File: src/rtl/uart_bar_bridge.sv
// uart_bar_bridge: byte-level bridge between the PCIe BAR register path and
// the SoC UART pins. Host writes go into a TX FIFO drained by an 8N1
// serializer; an 8N1 deserializer fills an RX FIFO that the host reads.
//
// Ports:
//   clock, reset          system clock, asynchronous active-high reset
//   bar_addr/bar_wdata    BAR byte address and write data
//   bar_wen/bar_ren       one-cycle write/read strobes
//   bar_rdata             registered read data, valid the cycle after bar_ren
//   uart_rx_out           serial line to SoC io_uart_rx (idle high)
//   uart_tx_in            serial line from SoC io_uart_tx (asynchronous)
//   irq                   level interrupt: rx data pending or any sticky error
//
// Build option: define UART_LOOPBACK_EN to add CTRL bit1 loopback (serializer
// output feeds the deserializer and uart_rx_out is held high).
//
// Register map: 0x2000 TXDATA(W), 0x2004 RXDATA(R), 0x2008 STATUS(R),
// 0x200C CTRL(R/W). Other reads return 0xDEADBEEF.
module uart_bar_bridge #(
  parameter int CLK_DIV    = 868,
  parameter int FIFO_DEPTH = 16
) (
  input  logic        clock,
  input  logic        reset,
  input  logic [31:0] bar_addr,
  input  logic [31:0] bar_wdata,
  input  logic        bar_wen,
  input  logic        bar_ren,
  output logic [31:0] bar_rdata,
  output logic        uart_rx_out,
  input  logic        uart_tx_in,
  output logic        irq
);

  localparam int          AW        = $clog2(FIFO_DEPTH);
  localparam logic [AW:0] DEPTH_CNT = (AW+1)'(FIFO_DEPTH);
  localparam logic [AW:0] CNT_ONE   = (AW+1)'(1);
  localparam logic [15:0] BAUD_LAST = 16'(CLK_DIV - 1);
  localparam logic [15:0] HALF_LAST = 16'(CLK_DIV / 2 - 1);

  localparam logic [31:0] ADDR_TXDATA = 32'h0000_2000;
  localparam logic [31:0] ADDR_RXDATA = 32'h0000_2004;
  localparam logic [31:0] ADDR_STATUS = 32'h0000_2008;
  localparam logic [31:0] ADDR_CTRL   = 32'h0000_200C;

  typedef enum logic [1:0] {TX_IDLE, TX_START, TX_DATA, TX_STOP} tx_state_t;
  typedef enum logic [1:0] {RX_IDLE, RX_START_CHK, RX_DATA, RX_STOP} rx_state_t;

  logic wr_txdata, wr_ctrl, rd_rxdata, sticky_clr;
  assign wr_txdata  = bar_wen && (bar_addr == ADDR_TXDATA);
  assign wr_ctrl    = bar_wen && (bar_addr == ADDR_CTRL);
  assign rd_rxdata  = bar_ren && (bar_addr == ADDR_RXDATA);
  assign sticky_clr = wr_ctrl && bar_wdata[0];

  wire unused_wdata = ^bar_wdata[31:8];

  // ---------------- TX FIFO ----------------
  logic [7:0]    tx_mem [FIFO_DEPTH];
  logic [AW-1:0] tx_wr_ptr, tx_rd_ptr;
  logic [AW:0]   tx_count;
  logic          tx_full, tx_empty, tx_push, tx_pop;

  assign tx_full  = (tx_count == DEPTH_CNT);
  assign tx_empty = (tx_count == '0);
  // A pop in the same cycle frees the slot, so a write to a full FIFO that
  // coincides with a serializer pop is still accepted.
  assign tx_push  = wr_txdata && (!tx_full || tx_pop);

  // NOTE: FIFO storage has no reset; pointers and count alone define validity,
  // which keeps the array in plain RAM/LUT cells.
  always_ff @(posedge clock) begin
    if (tx_push) tx_mem[tx_wr_ptr] <= bar_wdata[7:0];
  end

  // NOTE: sequential state is always assigned with <= so every flop samples
  // pre-edge values regardless of statement order.
  always_ff @(posedge clock or posedge reset) begin
    if (reset) begin
      tx_wr_ptr <= '0;
      tx_rd_ptr <= '0;
      tx_count  <= '0;
    end else begin
      if (tx_push) tx_wr_ptr <= tx_wr_ptr + AW'(1);
      if (tx_pop)  tx_rd_ptr <= tx_rd_ptr + AW'(1);
      case ({tx_push, tx_pop})
        2'b10:   tx_count <= tx_count + CNT_ONE;
        2'b01:   tx_count <= tx_count - CNT_ONE;
        default: tx_count <= tx_count;
      endcase
    end
  end

  // ---------------- Serializer ----------------
  tx_state_t   tx_state, tx_state_n;
  logic [15:0] tx_baud, tx_baud_n;
  logic [2:0]  tx_bit, tx_bit_n;
  logic [7:0]  tx_shift, tx_shift_n;
  logic        tx_line, tx_baud_done;

  assign tx_baud_done = (tx_baud == BAUD_LAST);

  always_ff @(posedge clock or posedge reset) begin
    if (reset) begin
      tx_state <= TX_IDLE;
      tx_baud  <= '0;
      tx_bit   <= '0;
      tx_shift <= '0;
    end else begin
      tx_state <= tx_state_n;
      tx_baud  <= tx_baud_n;
      tx_bit   <= tx_bit_n;
      tx_shift <= tx_shift_n;
    end
  end

  // NOTE: every always_comb output gets a default first so no path leaves a
  // signal unassigned (which would infer a latch).
  always_comb begin
    tx_state_n = tx_state;
    tx_bit_n   = tx_bit;
    tx_shift_n = tx_shift;
    tx_pop     = 1'b0;
    tx_baud_n  = tx_baud_done ? 16'd0 : tx_baud + 16'd1;
    case (tx_state)
      TX_IDLE: begin
        tx_baud_n = '0;
        if (!tx_empty) begin
          tx_pop     = 1'b1;
          tx_shift_n = tx_mem[tx_rd_ptr];
          tx_state_n = TX_START;
        end
      end
      TX_START: begin
        if (tx_baud_done) begin
          tx_bit_n   = '0;
          tx_state_n = TX_DATA;
        end
      end
      TX_DATA: begin
        if (tx_baud_done) begin
          tx_shift_n = {1'b0, tx_shift[7:1]};
          tx_bit_n   = tx_bit + 3'd1;
          if (tx_bit == 3'd7) tx_state_n = TX_STOP;
        end
      end
      TX_STOP: begin
        if (tx_baud_done) begin
          // Chain straight into the next start bit so frames stay 10 bits apart.
          if (!tx_empty) begin
            tx_pop     = 1'b1;
            tx_shift_n = tx_mem[tx_rd_ptr];
            tx_state_n = TX_START;
          end else begin
            tx_state_n = TX_IDLE;
          end
        end
      end
      default: tx_state_n = TX_IDLE;
    endcase
  end

  assign tx_line = (tx_state == TX_START) ? 1'b0 :
                   (tx_state == TX_DATA)  ? tx_shift[0] : 1'b1;

  // ---------------- Loopback option ----------------
  logic loopback, rx_src;
`ifdef UART_LOOPBACK_EN
  always_ff @(posedge clock or posedge reset) begin
    if (reset)        loopback <= 1'b0;
    else if (wr_ctrl) loopback <= bar_wdata[1];
  end
  assign rx_src      = loopback ? tx_line : uart_tx_in;
  assign uart_rx_out = tx_line | loopback;
`else
  assign loopback    = 1'b0;
  assign rx_src      = uart_tx_in;
  assign uart_rx_out = tx_line;
`endif

  // ---------------- Deserializer ----------------
  // Synchronizer and edge history reset low: a line caught low mid-frame at
  // reset release cannot look like a falling edge until it has been high.
  logic rx_meta, rx_sync, rx_prev;
  always_ff @(posedge clock or posedge reset) begin
    if (reset) begin
      rx_meta <= 1'b0;
      rx_sync <= 1'b0;
      rx_prev <= 1'b0;
    end else begin
      rx_meta <= rx_src;
      rx_sync <= rx_meta;
      rx_prev <= rx_sync;
    end
  end

  rx_state_t   rx_state, rx_state_n;
  logic [15:0] rx_baud, rx_baud_n;
  logic [2:0]  rx_bit, rx_bit_n;
  logic [7:0]  rx_shift, rx_shift_n;
  logic        rx_push, frame_err_set;

  always_ff @(posedge clock or posedge reset) begin
    if (reset) begin
      rx_state <= RX_IDLE;
      rx_baud  <= '0;
      rx_bit   <= '0;
      rx_shift <= '0;
    end else begin
      rx_state <= rx_state_n;
      rx_baud  <= rx_baud_n;
      rx_bit   <= rx_bit_n;
      rx_shift <= rx_shift_n;
    end
  end

  always_comb begin
    rx_state_n    = rx_state;
    rx_bit_n      = rx_bit;
    rx_shift_n    = rx_shift;
    rx_baud_n     = rx_baud + 16'd1;
    rx_push       = 1'b0;
    frame_err_set = 1'b0;
    case (rx_state)
      RX_IDLE: begin
        rx_baud_n = '0;
        if (rx_prev && !rx_sync) rx_state_n = RX_START_CHK;
      end
      RX_START_CHK: begin
        if (rx_baud == HALF_LAST) begin
          rx_baud_n  = '0;
          rx_bit_n   = '0;
          rx_state_n = rx_sync ? RX_IDLE : RX_DATA;
        end
      end
      RX_DATA: begin
        if (rx_baud == BAUD_LAST) begin
          rx_baud_n  = '0;
          rx_shift_n = {rx_sync, rx_shift[7:1]};
          rx_bit_n   = rx_bit + 3'd1;
          if (rx_bit == 3'd7) rx_state_n = RX_STOP;
        end
      end
      RX_STOP: begin
        if (rx_baud == BAUD_LAST) begin
          rx_baud_n  = '0;
          // After a framing error the edge detector itself waits for the line
          // to return high before another start bit can be seen.
          rx_state_n = RX_IDLE;
          if (rx_sync) rx_push       = 1'b1;
          else         frame_err_set = 1'b1;
        end
      end
      default: rx_state_n = RX_IDLE;
    endcase
  end

  // ---------------- RX FIFO ----------------
  logic [7:0]    rx_mem [FIFO_DEPTH];
  logic [AW-1:0] rx_wr_ptr, rx_rd_ptr;
  logic [AW:0]   rx_count;
  logic          rx_full, rx_empty, rx_pop, rx_accept, overrun_set;

  assign rx_full     = (rx_count == DEPTH_CNT);
  assign rx_empty    = (rx_count == '0);
  assign rx_pop      = rd_rxdata && !rx_empty;
  assign rx_accept   = rx_push && (!rx_full || rx_pop);
  assign overrun_set = rx_push && !rx_accept;

  always_ff @(posedge clock) begin
    if (rx_accept) rx_mem[rx_wr_ptr] <= rx_shift;
  end

  always_ff @(posedge clock or posedge reset) begin
    if (reset) begin
      rx_wr_ptr <= '0;
      rx_rd_ptr <= '0;
      rx_count  <= '0;
    end else begin
      if (rx_accept) rx_wr_ptr <= rx_wr_ptr + AW'(1);
      if (rx_pop)    rx_rd_ptr <= rx_rd_ptr + AW'(1);
      case ({rx_accept, rx_pop})
        2'b10:   rx_count <= rx_count + CNT_ONE;
        2'b01:   rx_count <= rx_count - CNT_ONE;
        default: rx_count <= rx_count;
      endcase
    end
  end

  // ---------------- Sticky status, read path, interrupt ----------------
  logic rx_overrun, rx_frame_err, tx_overflow;

  // Set wins over a simultaneous clear so no event is lost.
  always_ff @(posedge clock or posedge reset) begin
    if (reset) begin
      rx_overrun   <= 1'b0;
      rx_frame_err <= 1'b0;
      tx_overflow  <= 1'b0;
    end else begin
      rx_overrun   <= overrun_set             | (rx_overrun   & ~sticky_clr);
      rx_frame_err <= frame_err_set           | (rx_frame_err & ~sticky_clr);
      tx_overflow  <= (wr_txdata && !tx_push) | (tx_overflow  & ~sticky_clr);
    end
  end

  logic [8:0]  rx_cnt_ext;
  logic [7:0]  rx_cnt_field;
  logic [31:0] rd_data;

  assign rx_cnt_ext   = 9'(rx_count);
  assign rx_cnt_field = rx_cnt_ext[8] ? 8'hFF : rx_cnt_ext[7:0];

  always_comb begin
    rd_data = 32'hDEAD_BEEF;
    case (bar_addr)
      ADDR_RXDATA: rd_data = rx_empty ? 32'h0 : {23'b0, 1'b1, rx_mem[rx_rd_ptr]};
      ADDR_STATUS: rd_data = {16'b0, rx_cnt_field, (tx_state != TX_IDLE), tx_overflow,
                              rx_frame_err, rx_overrun, rx_full, rx_empty, tx_empty, tx_full};
      ADDR_CTRL:   rd_data = {30'b0, loopback, 1'b0};
      default:     rd_data = 32'hDEAD_BEEF;
    endcase
  end

  always_ff @(posedge clock or posedge reset) begin
    if (reset) begin
      bar_rdata <= '0;
      irq       <= 1'b0;
    end else begin
      if (bar_ren) bar_rdata <= rd_data;
      irq <= !rx_empty | rx_overrun | rx_frame_err | tx_overflow;
    end
  end

endmodule

File: config.mk
export PLATFORM = sky130hd
export DESIGN_NAME = uart_bar_bridge
export DESIGN_NICKNAME = d
export VERILOG_FILES = /design/src/rtl/uart_bar_bridge.sv
export SDC_FILE = /design/constraint.sdc
export NUM_CORES = 1
export LEC_CHECK = 0
export ABC_AREA = 1
export CAP_MARGIN = 20
export CORE_MARGIN = 3
export CORE_UTILIZATION = 70
export CTS_BUF_LIST = sky130_fd_sc_hd__clkbuf_4 sky130_fd_sc_hd__clkbuf_8
export DETAILED_ROUTE_END_ITERATION = 10
export DONT_BUFFER_PORTS = 1
export PLACE_DENSITY = 0.95
export SYNTH_ARGS = -nofsm -noshare
export SYNTH_HDL_FRONTEND = slang
export SYNTH_SLANG_ARGS = --single-unit
File: constraint.sdc
create_clock -name clock -period 6 [get_ports clock]
set_input_delay 1.2 -clock clock [delete_from_list [all_inputs] [get_ports clock]]
set_output_delay 1.2 -clock clock [all_outputs]
set_load 0.01 [all_outputs]
==> out/metrics.cfg, run 1 <==
[timing]
finalSetupTns_ns = 0
slew_headroom_pct = 34.80
worstMarginPinSlew_ns = 0.9780
hold_ws_ns = 0.3828
fin_crit_sh_pct = 58.30
finalMaxSlewViolations = 0
rsz0062_at_grt = false
skew_ns = 0.02703
final.min_clock_period_ns = 3.498
timing.fmax_mhz = 285.9
final-setup-viol-count = 0
finalHoldViolations = 0

[yosys]
synth_cell_types = 53
synth_seq_cells = 361
synth_area_um2 = 16250
syn_inst = 1543
ys_warn_count = 0
synth.top_cells.by_count = edfxtp_1 (256), nand2_1 (252), nor2_1 (224), o21ai_0 (130), inv_1 (126)
synth.area.top_cells = edfxtp_1 (47%), dfrtp_1 (16%), nand2_1 (5.8%)
synth_top_flop_cell = edfxtp_1
synth_edf_count = 256
yosysSeqAreaShare_pct = 63.46
synth_top_area_share_pct = 47.29
syn_avg_cell_area_um2 = 10.53
synth_top_area_cell = edfxtp_1
yosysMostFrequentCell = edfxtp_1
async_reset_ff_share_pct = 29.09

[placed_design]
numPortBuffers = 0
place_area_um2 = 16310
place_congestion = 0.9112
hpwl_mm = 23.43

[power]
power.total_mw = 5.024
power.leakage_nw = 7.067
pwr_density_cell_nw_per_um2 = 287.0
vdd_drop_max_v = 0.0002464

[clock_network]
holdBufCountCts = 0
cts_root_buffer = clkbuf_8
path_clk_slew_ns = 0.07
clock-sinks = 361
post_cts_buffers = 0
cts_buffers = 54
clk-insertion-delay-late_ns = 0.60
clockBufferDepth = 3
cts_resized = 0
cts_tree = built
htree_levels = 2

[worst_setup_path]
cp.required_ns = 4.80
worstSetupEndpointType = output pin
regToRegSetupSlack_ns = 3.17
crit_fanout = 18
critPathLaunchType = flop
worst_ep_arrival_time_ns = 2.30
critPathKind = flop to output pin

[drt]
wl_per_cell_um = 20.41
ant_nets = 0
dr_total_vias = 11936
avgViaCountPerCell = 6.383
drt_pass1_iterations = 7
first_iter_violations = 1740
drt_wl_total_mm = 38.16
drc = 0

[flow_run]
maxCapViolCount = 0

[global_route]
grt_pass1_wl_mm = 59.77
grt.overflow.total = 0
grt_max_degree = 86
grt_pass1_vias = 11741
grt.total_usage_pct = 30.27
antenna_found_initial = 0

[final_layout]
utilization_pct = 77.07
diodes = 0
drive_gt1_share_pct = 10.47
nFillCells = 1240
nets = 1638
design_area_um2 = 17500
area_growth_pct = 7.682

[die]
die_x_um = 158.4
die_area_um2 = 25080
core_um2 = 22710
initial_core_util_pct = 71.58
num_rows = 55
die_h_um = 158.4
io_pins = 103

[status]
outcome = completed

[worst_hold_path]
hold_class = flop to flop

-- registers in the layout, summed over array words and instances (netlist names), 5 cells and up, named ones only --
name	count
rx_count	5
rx_baud	16
tx_mem	128
rx_mem	128
bar_rdata	14
tx_count	5
rx_shift	8
tx_baud	16
tx_shift	8
-- routing by layer --
metal	global-route usage, %	vias to the layer above	routed length, um
li1	-	5287	-
met1	38.13	5647	13480
met2	50.49	844	19010
met3	6.469	158	3905
met4	14.67	0	1762
met5	0	-	0
-- area by class of cell --
type,instances,area [um2],share of cell area [%]
Sequential cell,361,10320,58.95
Multi-Input combinational cell,972,5040,28.79
Clock buffer,84,1037,5.926
Inverter,142,540.5,3.088
Tap cell,285,356.6,2.037
Clock inverter,18,151.4,0.8650
Timing Repair Buffer,8,60.06,0.3431
-- final timing paths --
path,startpoint,end,cells after the start
setup / recovery,tx_state[0],uart_rx_out,5
hold / removal,rx_meta,rx_sync,0
setup reg to reg,rx_baud[0],rx_mem[2][3],9
hold reg to reg,rx_meta,rx_sync,0
max in group asynchronous,reset,rx_rd_ptr[0],2
min in group asynchronous,reset,tx_shift[3],1
-- per-stage QoR --
step | setup slack [ns] | std cells
2_1_floorplan | 2.039 | 1548
3_5_place_dp | 2.491 | 1768
6_report | 2.502 | 1870
4_1_cts | 2.529 | 1870
5_1_grt | 2.315 | 1870
3_3_place_gp | 2.589 | 1768
-- report_power, final --
group | total, mW | switching [mW] | internal (mW)
combinational | 0.153 | 0.114 | 0.0396
clock | 2.16 | 0.968 | 1.19
sequential | 2.71 | 0.0279 | 2.68
total | 5.02 | 1.11 | 3.91
-- placed cells by master, fill, tap and decap left out, drive strengths merged, types with 6 or more instances in the layout --
master   instances
ha              28
a31oi            7
o21ai          136
nor2           240
clkbuf          84
o211ai          34
edfxtp         256
xor2            18
o22ai           10
buf              8
a21oi           46
clkinv          20
conb             6
dfrtp          105
nand3           96
nand2          272
nand4           13
o2111ai          7
inv            138
nor3            17
-- logic make-up after synthesis --
group / Yosys count / share of synthesized area, %
flops: 361 / 63.46
fa+ha+maj: 30 / 2.402
buf+inv: 215 / 5.650
xor+xnor: 20 / 1.078
compound gates: 267 / 9.653
simple gates: 649 / 17.74
other cells: 1 / 0.02307
-- worst max-delay path, cell delays in order (launching register included) --
cell      delay [ns]
dfrtp_1         0.43
inv_1           0.12
ha_1            0.28
clkinv_1        0.50
nor2_1          0.23
nor2_1          0.16
(Power assumes the default switching activity.)
==> inputs of run 2 (changes only) <==
- CORE_UTILIZATION: 70 -> 66
- PLACE_DENSITY: 0.95 -> 0.94
- clock period: 6 -> 3.64 ns (I/O delays scaled with it)
==> run 2 against run 1 <==
Largest power group unchanged; die area is 5.8% higher; critical path depth stayed put; wire length is 1.1% higher; combinational power is 62% higher; clock power is 61% higher; via count is 0.54% higher; final cell count is 2.7% higher.
==> out/metrics.cfg, run 2 (synthesis results as in run 1) <==
[clock_network]
path_clk_slew_ns = 0.06  ; about the same
cts_buffers = 54  ; unchanged
htree_levels = 2  ; unchanged
cts_root_buffer = clkbuf_8
clockBufferDepth = 3  ; unchanged
cts_resized = 0  ; unchanged
clock-sinks = 361  ; unchanged
cts_tree = built
clk-insertion-delay-late_ns = 0.61  ; about the same

[status]
outcome = completed

[worst_setup_path]
cp.required_ns = 2.91  ; -1.89 ns
critPathLaunchType = flop
worstSetupEndpointType = output pin
worst_ep_arrival_time_ns = 2.34  ; +0.04 ns
crit_fanout = 18  ; unchanged
critPathKind = flop to output pin
r2r_cells = 10  ; +1

[timing]
finalSetupTns_ns = 0  ; unchanged
timing.fmax_mhz = 325.6
final-setup-viol-count = 0  ; unchanged
fin_crit_sh_pct = 84.39
final.min_clock_period_ns = 3.072
worstMarginPinSlew_ns = 0.9632  ; -0.01484 ns
rsz0062_at_grt = false
slew_headroom_pct = 35.55  ; +0.75 points
finalMaxSlewViolations = 0  ; unchanged
finalHoldViolations = 0  ; unchanged
skew_ns = 0.02174  ; -0.005290 ns

[power]
pwr_density_cell_nw_per_um2 = 462.4  ; +61%
power.leakage_nw = 7.148  ; +1.1%
vdd_drop_max_v = 0.0003758  ; +53%

[final_layout]
layout_common_cells = edfxtp_1 (256), nand2_1 (252), nor2_1 (224)
nets = 1656  ; +1.1%
reg_top3 = rx_mem (128), tx_mem (128)
nFillCells = 1378  ; +11%
area_growth_pct = 8.837
mostFrequentLayoutCell = edfxtp_1
diodes = 0  ; unchanged
final-instance-count-excl-fill = 1921  ; +2.7%
drive_gt1_share_pct = 11.05  ; +0.58 points

[drt]
dr_total_vias = 12001  ; +0.54%
ant_nets = 0  ; unchanged
wl_per_cell_um = 20.09  ; -1.6%
avgViaCountPerCell = 6.247  ; -2.1%
drt_pass1_iterations = 7  ; unchanged
drc = 0  ; unchanged
drt_wl_total_mm = 38.59  ; +1.1%
first_iter_violations = 1668  ; -4.1%

[placed_design]
hpwl_mm = 23.29  ; -0.58%
placedCellCount = 1818  ; +2.8%
numPortBuffers = 0  ; unchanged
place_congestion = 0.8927  ; -2.0%

[global_route]
grt.overflow.total = 0  ; unchanged
grt_pass1_vias = 11916  ; +1.5%
antenna_found_initial = 0  ; unchanged
grt_pass1_wl_mm = 60.24  ; +0.79%
grt_max_degree = 85  ; -1.2%
grt.total_usage_pct = 28.83  ; -1.4 points

[die]
die_x_um = 162.9  ; +2.9%
io_pins = 103  ; unchanged
core_um2 = 23820  ; +4.9%
initial_core_util_pct = 68.23  ; -3.3 points
die_area_um2 = 26550  ; +5.8%
num_rows = 56  ; +1.8%
die_h_um = 162.9  ; +2.9%

[worst_hold_path]
hold_class = input pin to flop
hold_depth = 0  ; unchanged

[flow_run]
maxCapViolCount = 0  ; unchanged

[run 2: cell count changes in the layout (fill, tap and decap cells not counted), sizes merged]
cell / change
bufinv: -1
inv: -1
buf: +17
dlygate4sd3: +1
clkinvlp: +1
[run 2: worst max-delay path: stages (launching register included)]
cell and delay (ns):
dfrtp_1 0.44, inv_1 0.14, ha_1 0.29, clkinv_1 0.51
nor2_1 0.24, nor2_1 0.13
[run 2: path summary, 6_finish.rpt]
path	slack, ns	startpoint	end
hold / removal	0.16	uart_tx_in	rx_meta
hold reg to reg	0.35	rx_meta	rx_sync
setup / recovery	0.57	tx_state[0]	uart_rx_out
setup reg to reg	0.71	tx_state[0]	tx_mem[7][4]
max in group asynchronous	2.44	reset	async pin
min in group asynchronous	0.58	reset	rx_baud[5]
[run 2: area by class of cell]
cell class / count / area [um2] / share of cell area, %
Timing Repair Buffer: 26 / 239.0 / 1.351
Clock buffer: 84 / 1037 / 5.863
Clock inverter: 17 / 117.6 / 0.6648
Multi-Input combinational cell: 972 / 5040 / 28.49
Tap cell: 319 / 399.1 / 2.256
Sequential cell: 361 / 10320 / 58.32
Inverter: 142 / 540.5 / 3.055
[run 2: timing repair]
action                    CTS  global route
buffers inserted            0             0
hold endpoints to repair    0            16
hold buffers                0             1
[run 2: power by group]
group          internal, mW  switching, mW
Combinational        0.0717          0.176
Sequential             4.42         0.0399
Clock                  1.89           1.58
[run 2: routing by layer]
metal | GRT usage (%) | wire length [um] | vias to the layer above
li1 | - | - | 5315
met1 | 35.40 | 13490 | 5753
met2 | 50.68 | 19770 | 764
met3 | 4.705 | 3639 | 169
met4 | 12.61 | 1690 | 0
met5 | 0 | 0 | -
[run 2: through the flow]
step	instance area, um2	hold WS [ns]	setup WS, ns	util, %	power, mW
2_1_floorplan	16270	0.3312	0.1515	-	4.744
5_1_grt	17690	0.1531	0.4732	74.26	8.398
4_1_cts	17650	0.1487	0.6110	74.10	8.162
3_3_place_gp	16470	0.3328	0.7721	69.15	4.766
3_5_place_dp	16500	0.3405	0.6755	69.25	4.778
6_report	17690	0.1553	0.5683	74.26	8.180
